[src/rtl/adpll_loop_ctrl.sv]
`default_nettype none
// ============================================================================
//  Module      : adpll_loop_ctrl
//  Description : ADPLL digital loop controller. A SAR coarse search is
//                followed by linear tracking with a selectable step of
//                1 << alpha. Alternating phase-detector decisions declare
//                lock. Once locked, the step drops to 1, and a run of
//                identical decisions drops lock again.
//                Optional TRACK timeout restart: define ADPLL_TIMEOUT_EN.
//  Revision    : 1.0  initial release
// ============================================================================
module adpll_loop_ctrl #(
    parameter int CW         = 8,
    parameter int LOCK_CNT   = 4,
    parameter int UNLOCK_CNT = 3,
    parameter int TIMEOUT    = 64
) (
    input  logic          clk_ref,
    input  logic          rst_n,
    input  logic          enable,
    input  logic          pd_valid,
    input  logic          lead_lag,
    input  logic [1:0]    alpha,
    output logic [CW-1:0] lambda,
    output logic          lock,
    output logic [1:0]    state,
    output logic          retry
);

    // The arithmetic width is one bit wider than lambda. It needs at least
    // four bits so that a step of 8 is representable when CW is very small.
    localparam int c_AW     = (CW >= 3) ? CW + 1 : 4;
    localparam int c_KW     = $clog2(CW);
    localparam int c_ALT_W  = $clog2(LOCK_CNT + 1);
    localparam int c_SAME_W = $clog2(UNLOCK_CNT + 1);

    localparam logic [CW-1:0]       c_MID       = CW'(1) << (CW - 1);
    localparam logic [c_AW-1:0]     c_MAX_EXT   = {{(c_AW-CW){1'b0}}, {CW{1'b1}}};
    localparam logic [c_ALT_W-1:0]  c_LOCK_CNT  = c_ALT_W'(LOCK_CNT);
    // A run of UNLOCK_CNT identical samples contains UNLOCK_CNT-1 repeats.
    localparam logic [c_SAME_W-1:0] c_UNLOCK_M1 = c_SAME_W'(UNLOCK_CNT - 1);

    typedef enum logic [1:0] {
        ST_IDLE   = 2'b00,
        ST_SAR    = 2'b01,
        ST_TRACK  = 2'b10,
        ST_LOCKED = 2'b11
    } state_t;

    state_t              r_state;
    logic [CW-1:0]       r_lambda;
    logic                r_lock;
    logic [c_KW-1:0]     r_k;
    logic                r_prev;
    logic [c_ALT_W-1:0]  r_alt;
    logic [c_SAME_W-1:0] r_same;

    logic [CW-1:0]       w_bit;
    logic [CW-1:0]       w_sar;
    logic [c_AW-1:0]     w_ext;
    logic [c_AW-1:0]     w_step;
    logic [c_AW-1:0]     w_up;
    logic [c_AW-1:0]     w_dn;
    logic [CW-1:0]       w_track;
    logic [c_ALT_W-1:0]  w_alt_nx;
    logic [c_SAME_W-1:0] w_same_nx;
    logic                w_lock_hit;
    logic                w_unlock_hit;
    logic                w_unused_bits;

    // SAR trial: drop the bit under test on a lead decision, then set the next bit.
    assign w_bit = CW'(1) << r_k;
    assign w_sar = (lead_lag ? r_lambda : (r_lambda & ~w_bit))
                 | ((r_k != '0) ? (w_bit >> 1) : '0);

    // Tracking step. The step is 1 once locked. Results are clamped at both rails.
    assign w_ext   = {{(c_AW-CW){1'b0}}, r_lambda};
    assign w_step  = (r_state == ST_LOCKED) ? c_AW'(1) : (c_AW'(1) << alpha);
    assign w_up    = w_ext + w_step;
    assign w_dn    = w_ext - w_step;
    assign w_track = lead_lag ? ((w_up > c_MAX_EXT) ? '1 : w_up[CW-1:0])
                              : ((w_ext < w_step) ? '0 : w_dn[CW-1:0]);
    assign w_unused_bits = ^w_dn[c_AW-1:CW];

    // Alternation and repeat counters, as they would be after this sample.
    assign w_alt_nx     = (lead_lag != r_prev) ? r_alt + c_ALT_W'(1) : '0;
    assign w_same_nx    = (lead_lag == r_prev) ? r_same + c_SAME_W'(1) : '0;
    assign w_lock_hit   = (w_alt_nx == c_LOCK_CNT);
    assign w_unlock_hit = (w_same_nx >= c_UNLOCK_M1);

`ifdef ADPLL_TIMEOUT_EN
    localparam int               c_TO_W    = $clog2(TIMEOUT + 1);
    localparam logic [c_TO_W-1:0] c_TIMEOUT = c_TO_W'(TIMEOUT);
    logic [c_TO_W-1:0] r_to;
    logic [c_TO_W-1:0] w_to_nx;
    logic              r_retry;
    assign w_to_nx = r_to + c_TO_W'(1);
    assign retry   = r_retry;
`else
    logic w_unused_timeout;
    assign w_unused_timeout = (TIMEOUT > 0);
    assign retry            = 1'b0;
`endif

    assign lambda = r_lambda;
    assign lock   = r_lock;
    assign state  = r_state;

    // Loop state machine: SAR search, tracking, lock and unlock decisions.
    always_ff @(posedge clk_ref or negedge rst_n) begin
        if (!rst_n) begin
            r_state  <= ST_IDLE;
            r_lambda <= c_MID;
            r_lock   <= 1'b0;
            r_k      <= '0;
            r_prev   <= 1'b0;
            r_alt    <= '0;
            r_same   <= '0;
`ifdef ADPLL_TIMEOUT_EN
            r_to     <= '0;
            r_retry  <= 1'b0;
`endif
        end else begin
`ifdef ADPLL_TIMEOUT_EN
            r_retry <= 1'b0;
`endif
            if (!enable) begin
                r_state  <= ST_IDLE;
                r_lambda <= c_MID;
                r_lock   <= 1'b0;
                r_k      <= '0;
                r_prev   <= 1'b0;
                r_alt    <= '0;
                r_same   <= '0;
`ifdef ADPLL_TIMEOUT_EN
                r_to     <= '0;
`endif
            end else begin
                case (r_state)
                    ST_IDLE: begin
                        r_state  <= ST_SAR;
                        r_k      <= c_KW'(CW - 1);
                        r_lambda <= c_MID;
                    end
                    ST_SAR: if (pd_valid) begin
                        r_lambda <= w_sar;
                        if (r_k != '0) begin
                            r_k <= r_k - c_KW'(1);
                        end else begin
                            r_state <= ST_TRACK;
                            r_prev  <= lead_lag;
                            r_alt   <= '0;
                            r_same  <= '0;
`ifdef ADPLL_TIMEOUT_EN
                            r_to    <= '0;
`endif
                        end
                    end
                    ST_TRACK: if (pd_valid) begin
                        r_lambda <= w_track;
                        r_prev   <= lead_lag;
                        if (w_lock_hit) begin
                            r_state <= ST_LOCKED;
                            r_lock  <= 1'b1;
                            r_alt   <= '0;
                            r_same  <= '0;
                        end else begin
                            r_alt <= w_alt_nx;
`ifdef ADPLL_TIMEOUT_EN
                            if (w_to_nx == c_TIMEOUT) begin
                                r_state  <= ST_SAR;
                                r_lambda <= c_MID;
                                r_k      <= c_KW'(CW - 1);
                                r_alt    <= '0;
                                r_to     <= '0;
                                r_retry  <= 1'b1;
                            end else begin
                                r_to <= w_to_nx;
                            end
`endif
                        end
                    end
                    ST_LOCKED: if (pd_valid) begin
                        r_lambda <= w_track;
                        r_prev   <= lead_lag;
                        if (w_unlock_hit) begin
                            r_state <= ST_TRACK;
                            r_lock  <= 1'b0;
                            r_alt   <= '0;
                            r_same  <= '0;
`ifdef ADPLL_TIMEOUT_EN
                            r_to    <= '0;
`endif
                        end else begin
                            r_same <= w_same_nx;
                        end
                    end
                    default: r_state <= ST_IDLE;
                endcase
            end
        end
    end

endmodule
`default_nettype wire
[config.mk]
export PLATFORM = sky130hd
export DESIGN_NAME = adpll_loop_ctrl
export DESIGN_NICKNAME = d
export VERILOG_FILES = /design/src/rtl/adpll_loop_ctrl.sv
export SDC_FILE = /design/constraint.sdc
export NUM_CORES = 1
export LEC_CHECK = 0
export BUFFER_PORTS_ARGS = -buffer_cell sky130_fd_sc_hd__buf_4
export CAP_MARGIN = 0
export CORE_ASPECT_RATIO = 1.2
export CORE_MARGIN = 2
export CORE_UTILIZATION = 35
export CTS_CLUSTER_DIAMETER = 40
export CTS_CLUSTER_SIZE = 40
export DETAILED_ROUTE_END_ITERATION = 7
export HOLD_SLACK_MARGIN = 0.02
export MAX_ROUTING_LAYER = met4
export PLACE_DENSITY = 0.6
export SYNTH_ARGS = -nofsm -noshare
export SYNTH_HDL_FRONTEND = slang
export SYNTH_SLANG_ARGS = --single-unit
[constraint.sdc]
create_clock -name clk_ref -period 3.72 [get_ports clk_ref]
set_input_delay 0 -clock clk_ref [delete_from_list [all_inputs] [get_ports clk_ref]]
set_output_delay 0 -clock clk_ref [all_outputs]
set_load 0.05 [all_outputs]
# [Yosys cells after proc, flatten, opt, wreduce, memory -nomap -nowiden]
# Index checks and enable logic that the tools add are counted.
[word_totals] reg_bits=20 mem_count=0 input_bits=7 elab_cells=99 mem_bits_ro=0 out_inout_bits=12 ram_bits=0 latchBits=0
[op_classes] add_sub_neg=5 n_eq_ne=18 reduce_logical=10 multipliers=0 bitwise=3 n_lt_le_gt_ge=3 n_shift=2 n_div=0 muxes=51
[op_table] op="8-bit two-way mux" count=7
[op_table] op="3-bit two-way mux" count=11
[op_table] op="2-bit two-way mux" count=15
[op_table] op="8-bit case mux with 3 select lines" count=1
[op_table] op="3-bit != test (second input constant)" count=7
[op_table] op="6-bit AND reduction" count=3
[op_table] op="8-bit by 9-bit adder with 9-bit output" count=1
[op_table] op="9-bit by 8-bit > comparator with 1-bit output (second input constant)" count=1
[op_table] op="8-bit by 9-bit < comparator with 1-bit output" count=1
[op_table] op="1-bit two-way mux" count=9
[op_table] op="9-bit two-way mux" count=1
[op_table] op="3-bit case mux with 3 select lines" count=1
[op_table] op="1-bit by 2-bit << shifter with 9-bit output (first input constant)" count=1
[op_table] op="8-bit AND" count=1
[op_table] op="8-bit inverter" count=1
[op_table] op="8-bit by 7-bit bitwise OR with 8-bit output" count=1
[op_table] op="2-bit case mux with 4 select lines" count=1
[op_table] op="1-bit by 3-bit << shifter with 8-bit output (first input constant)" count=1
[op_table] op="8-bit subtractor" count=1
[op_table] op="7-bit two-way mux" count=1
[op_table] op="3-bit by 1-bit != test with 1-bit output (second input constant)" count=2
[op_table] op="3-bit by 2-bit != test with 1-bit output (second input constant)" count=2
[op_table] op="2-bit case mux with 3 select lines" count=1
[op_table] op="3-bit case mux with 2 select lines" count=1
[op_table] op="18 further kinds" count=20

# [Depth between registers and ports, before layout]
[depth] depth_word=9 ltp_mapped=10

# [Worst setup path after synthesis]
# No wires, ideal clock.
[synth_timing] path_kind="reg-to-reg" startpoint="register r_state[0], in the netlist state[0]" endpoint="register r_lambda[6], in the netlist lambda[6]" period_less_slack_ps=3002 slack_ps=718 setup_time_ps=126 stages_incl_launch_ff=9 arrival_time_ps=2876 path_cell_list="dfrtp_1 > ha_1 > or3_1 > fa_1 > nor3_1 > o311ai_0 > mux2i_1 > a21oi_1 > a221o_1"
[synth_between] elab_chain_cells=9 word_cells_on_any_way=19 cone_classes="add/sub: 2; order compare: 2; eq/ne: 5; mux: 7; reduce/logical: 3"
[synth_rtl] element="start: declaration" line_no="50" rtl="state_t r_state;"
[synth_rtl] element="start signal: assignment" line_no="112" rtl="r_state <= ST_IDLE;"
[synth_rtl] element="start signal: assignment" line_no="128" rtl="r_state <= ST_IDLE;"
[synth_rtl] element="start signal: assignment" line_no="141" rtl="r_state <= ST_SAR;"
[synth_rtl] element="2-bit == test" line_no="78, 139"
[synth_rtl] element="9-bit two-way mux" line_no="78" rtl="assign w_step = (r_state == ST_LOCKED) ? c_AW'(1) : (c_AW'(1) << alpha);"
[synth_rtl] element="8-bit by 9-bit adder with 9-bit output" line_no="79" rtl="assign w_up = w_ext + w_step;"
[synth_rtl] element="9-bit by 8-bit > comparator with 1-bit output" line_no="81" rtl="assign w_track = lead_lag ? ((w_up > c_MAX_EXT) ? '1 : w_up[CW-1:0])"
[synth_rtl] element="8-bit two-way mux (2 in a row)" line_no="81"
[synth_rtl] element="8-bit two-way mux" line_no="159, 183"
[synth_rtl] element="8-bit case mux with 3 select lines" line_no="139" rtl="case (r_state)"
[synth_rtl] element="8-bit two-way mux" line_no="127" rtl="if (!enable) begin"
[synth_rtl] element="end signal: assignment" line_no="129" rtl="r_lambda <= c_MID;"
[synth_rtl] element="end signal: assignment" line_no="160" rtl="r_lambda <= w_track;"
[synth_rtl] element="end signal: assignment" line_no="184" rtl="r_lambda <= w_track;"
[synth_rtl] element="end: declaration" line_no="51" rtl="logic [CW-1:0] r_lambda;"
# Parallel ways exist; a longest one is shown, timed or not. The select of a mux whose other input is x is not followed.
# A chain may end at the register's enable or synchronous reset.

# [Final worst setup path]
[layout_timing] startpoint="register r_state[0], in the netlist state[0]" endpoint="register r_lambda[2], in the netlist lambda[2]"
# The elaborated chain is that of the path after synthesis.

==> flow_results.xml <==
<?xml version="1.0" encoding="UTF-8"?>
<metrics>
  <group name="run_status">
    <metric name="status" unit="">complete, no violations</metric>
  </group>
  <group name="drt">
    <metric name="drt-pass1-iter-count" unit="">4</metric>
    <metric name="drtIter0Drc" unit="">164</metric>
    <metric name="avgRoutedWirePerCell" unit="um">15.4</metric>
    <metric name="route.final.wire_length" unit="um">4950</metric>
    <metric name="detail-route-antenna-nets" unit="">0</metric>
    <metric name="num_vias" unit="">1822</metric>
    <metric name="post_drt_via_cell_ratio" unit="">5.66</metric>
    <metric name="drc" unit="">0</metric>
  </group>
  <group name="yosys">
    <metric name="synth_seq_cells" unit="">20</metric>
    <metric name="netlist-cell-type-count" unit="">55</metric>
    <metric name="number_of_instances_in_the_synthesized_netlist" unit="">246</metric>
    <metric name="synth_area" unit="mm2">0.00198</metric>
    <metric name="syn_nets" unit="">275</metric>
    <metric name="synth.area.top_cells" unit="">sky130_fd_sc_hd__dfrtp_1 24%, sky130_fd_sc_hd__ha_1 13%, sky130_fd_sc_hd__a21oi_1 5.1%, sky130_fd_sc_hd__inv_1 4.7%, sky130_fd_sc_hd__nand2_1 4.0%</metric>
    <metric name="postSynth.topFlopCell" unit="">sky130_fd_sc_hd__dfrtp_1</metric>
    <metric name="number_of_synthesized_flops_with_an_enable_pin" unit="">0</metric>
    <metric name="synthDominantAreaCellType" unit="">sky130_fd_sc_hd__dfrtp_1</metric>
    <metric name="synth-async-reset-ratio" unit="">1.00</metric>
    <metric name="yosys_warnings" unit="">0</metric>
    <metric name="post_synth.cell_area_avg" unit="um2">8.04</metric>
    <metric name="synth_top_area_share" unit="">0.241</metric>
    <metric name="seq_area_frac_synth" unit="">0.254</metric>
  </group>
  <group name="sta">
    <metric name="timing.hold.ws" unit="ns">0.145</metric>
    <metric name="fin_crit" unit="ns">3.07</metric>
    <metric name="slew_limit_fails" unit="">0</metric>
    <metric name="setup_viol" unit="">0</metric>
    <metric name="timing.clock.skew" unit="ns">0.00126</metric>
    <metric name="achievable-frequency" unit="MHz">325</metric>
    <metric name="timing.setup.tns" unit="ns">0</metric>
    <metric name="final-hold-violation-count" unit="">0</metric>
    <metric name="post-route-worst-setup-slack" unit="ns">0.647</metric>
    <metric name="timing_worst_slew_pin_value" unit="ns">0.773</metric>
    <metric name="post-route-period-util" unit="">0.826</metric>
    <metric name="timing.max_slew.rel_slack" unit="">0.481</metric>
    <metric name="grt_setup_unrepaired" unit="">no</metric>
  </group>
  <group name="pwr">
    <metric name="fin_total_pwr" unit="mW">1.25</metric>
    <metric name="power.density" unit="mW/mm2">570</metric>
    <metric name="worst_vdd_ir" unit="mV">0.229</metric>
    <metric name="cellLeakagePower" unit="nW">1.01</metric>
  </group>
  <group name="die">
    <metric name="die_width" unit="um">72.6</metric>
    <metric name="die-height" unit="um">86.3</metric>
    <metric name="rows" unit="">30</metric>
    <metric name="initial_core_util" unit="">0.356</metric>
    <metric name="core_area" unit="mm2">0.00556</metric>
    <metric name="top_level_ports" unit="">19</metric>
    <metric name="design.die.area" unit="mm2">0.00627</metric>
  </group>
  <group name="clocking">
    <metric name="insertion_delay" unit="ns">0.27</metric>
    <metric name="maximum_buffer_depth_of_the_clock_tree" unit="">2</metric>
    <metric name="number_of_buffers_created_by_cts" unit="">3</metric>
    <metric name="cts_setup_buffers" unit="">0</metric>
    <metric name="clk_pin_slew" unit="ns">0.08</metric>
    <metric name="numClockSinks" unit="">20</metric>
    <metric name="tritoncts" unit="">yes</metric>
    <metric name="cts_htree_levels" unit="">1</metric>
    <metric name="cts_hold_repair.buffers" unit="">2</metric>
    <metric name="cts_repair_resize_count" unit="">0</metric>
    <metric name="cts.root.buffer_cell" unit="">sky130_fd_sc_hd__clkbuf_8</metric>
  </group>
  <group name="final_layout">
    <metric name="layout.cells.non_filler" unit="">322</metric>
    <metric name="highest_count_cells_in_the_layout_ignoring_fill_and_taps" unit="">25 x sky130_fd_sc_hd__inv_1, 21 x sky130_fd_sc_hd__nand2_1, 20 x sky130_fd_sc_hd__a21oi_1, 20 x sky130_fd_sc_hd__ha_1, 19 x sky130_fd_sc_hd__dfrtp_1</metric>
    <metric name="area_growth_syn_to_layout" unit="%">11.3</metric>
    <metric name="final_cell_area" unit="mm2">0.00220</metric>
    <metric name="filler_cell_count" unit="">589</metric>
    <metric name="finalNetCount" unit="">288</metric>
    <metric name="layout.cells.most_common" unit="">sky130_fd_sc_hd__inv_1</metric>
    <metric name="final_layout_size_suffix_gt1_frac" unit="">0.124</metric>
    <metric name="fin_util" unit="">0.396</metric>
    <metric name="insertedDiodeCount" unit="">0</metric>
  </group>
  <group name="placement">
    <metric name="placed_cells_incl_taps" unit="">316</metric>
    <metric name="pre_cts_slack" unit="ns">0.656</metric>
    <metric name="hpwl" unit="um">3820</metric>
    <metric name="port-buffer-count" unit="">17</metric>
    <metric name="placement.cell_area" unit="mm2">0.00213</metric>
    <metric name="routabilityCongestion" unit="">0.830</metric>
  </group>
  <group name="critical_path">
    <metric name="timing.critical_path.fanout_max" unit="">7</metric>
    <metric name="rr_startpoint" unit="">state[0]</metric>
    <metric name="timing.reg2reg.worst_path_depth" unit="">8</metric>
    <metric name="timing.critical_path.from_type" unit="">flop</metric>
    <metric name="worst_ep_arrival_time" unit="ns">3.23</metric>
    <metric name="worst_r2r_endpoint" unit="">lambda[2]</metric>
    <metric name="critical_path_class" unit="">flop to flop</metric>
    <metric name="reg2reg_setup_slack" unit="ns">0.65</metric>
    <metric name="critPathRequiredTime" unit="ns">3.87</metric>
    <metric name="end_kind" unit="">flop</metric>
  </group>
  <group name="global_routing">
    <metric name="grt_first_pass_wirelength" unit="um">8580</metric>
    <metric name="track_usage" unit="">0.176</metric>
    <metric name="antenna_found_initial" unit="">0</metric>
    <metric name="grt.overflow.total" unit="">0</metric>
    <metric name="pin_count_of_the_biggest_net_entering_global_routing" unit="">22</metric>
    <metric name="grt_pass1_vias" unit="">1843</metric>
  </group>
  <group name="hold_path">
    <metric name="min_path_type" unit="">primary input to async pin</metric>
  </group>
  <group name="run">
    <metric name="drv_cap" unit="">0</metric>
  </group>
</metrics>
-- worst max-delay path, cell delays in order (launching register included) --
cell,delay [ns]
sky130_fd_sc_hd__dfrtp_1,0.44
sky130_fd_sc_hd__ha_1,0.31
sky130_fd_sc_hd__or3_1,0.50
sky130_fd_sc_hd__fa_1,0.48
sky130_fd_sc_hd__nor3_1,0.36
sky130_fd_sc_hd__o311ai_2,0.19
sky130_fd_sc_hd__a311oi_1,0.30
sky130_fd_sc_hd__a21oi_1,0.07
sky130_fd_sc_hd__o311ai_0,0.30
-- final cells by class --
cell class                 count  area [um2]  share of cell area
timing repair buffer          19         148              0.0671
sequential                    20         502               0.228
clock buffer                   4        55.1              0.0250
multi-input combinational    190        1320               0.601
tap                           64        80.1              0.0364
inverter                      25        93.8              0.0426
-- metal layers --
layer  track usage  part of all wire
met5             -                 0
met4        0.0556             0.019
met3        0.0209             0.027
met2         0.303              0.51
met1         0.213              0.45
-- cells by family after synthesis --
logic type                 Yosys count  synth area share
other                                1           0.00190
and+or+nand+nor                     79             0.203
buffers and inverters               36            0.0772
muxes                                5            0.0259
xor gates and xnor gates             4            0.0177
adders and majority gates           22             0.147
DFF                                 20             0.254
AOI/OAI and AO/OA                   79             0.274
-- cells in the mapped netlist, drive strengths merged, types with 2 or more instances --
cell and count:
o31ai 2, dfrtp 19, o311ai 4, a31oi 5
or3 4, o221ai 2, and3 2, mux2i 4
inv 25, o41ai 2, nand2b 3, nor2b 8
o211ai 3, nor2 16, clkbuf 6, o21bai 5
ha 20, a221o 2, nand2 21, a21boi 2
buf 5, o21ai 13, xnor2 2, xor2 2
or2 2, a21oi 20, a211o 2, fa 2
nor3 13, o21a 2, nand3 6, a211oi 2
o22ai 3
-- worst max path at each step --
stage	start	endpoint	slack (ns)
finish	state[0]	lambda[2]	0.65
CTS	state[0]	lambda[2]	0.64
floorplan	state[0]	lambda[6]	0.72
global placement	state[0]	lambda[6]	0.82
global route	state[0]	lambda[2]	0.38
detailed placement	state[0]	lambda[2]	0.66
-- sequential cells by signal, indices dropped and copies added, names as in the netlist --
name / count
r_same: 2
lambda: 8
r_alt: 3
r_k: 3
lock: 1
r_prev: 1
state: 2
-- power breakdown --
part / total (mW) / switching [mW] / internal (mW) / leakage [nW]
Clock: 0.179 / 0.0846 / 0.0946 / 0.0288
Sequential: 0.342 / 0.0728 / 0.270 / 0.266
Combinational: 0.732 / 0.455 / 0.277 / 0.718
(Power assumes the default switching activity.)
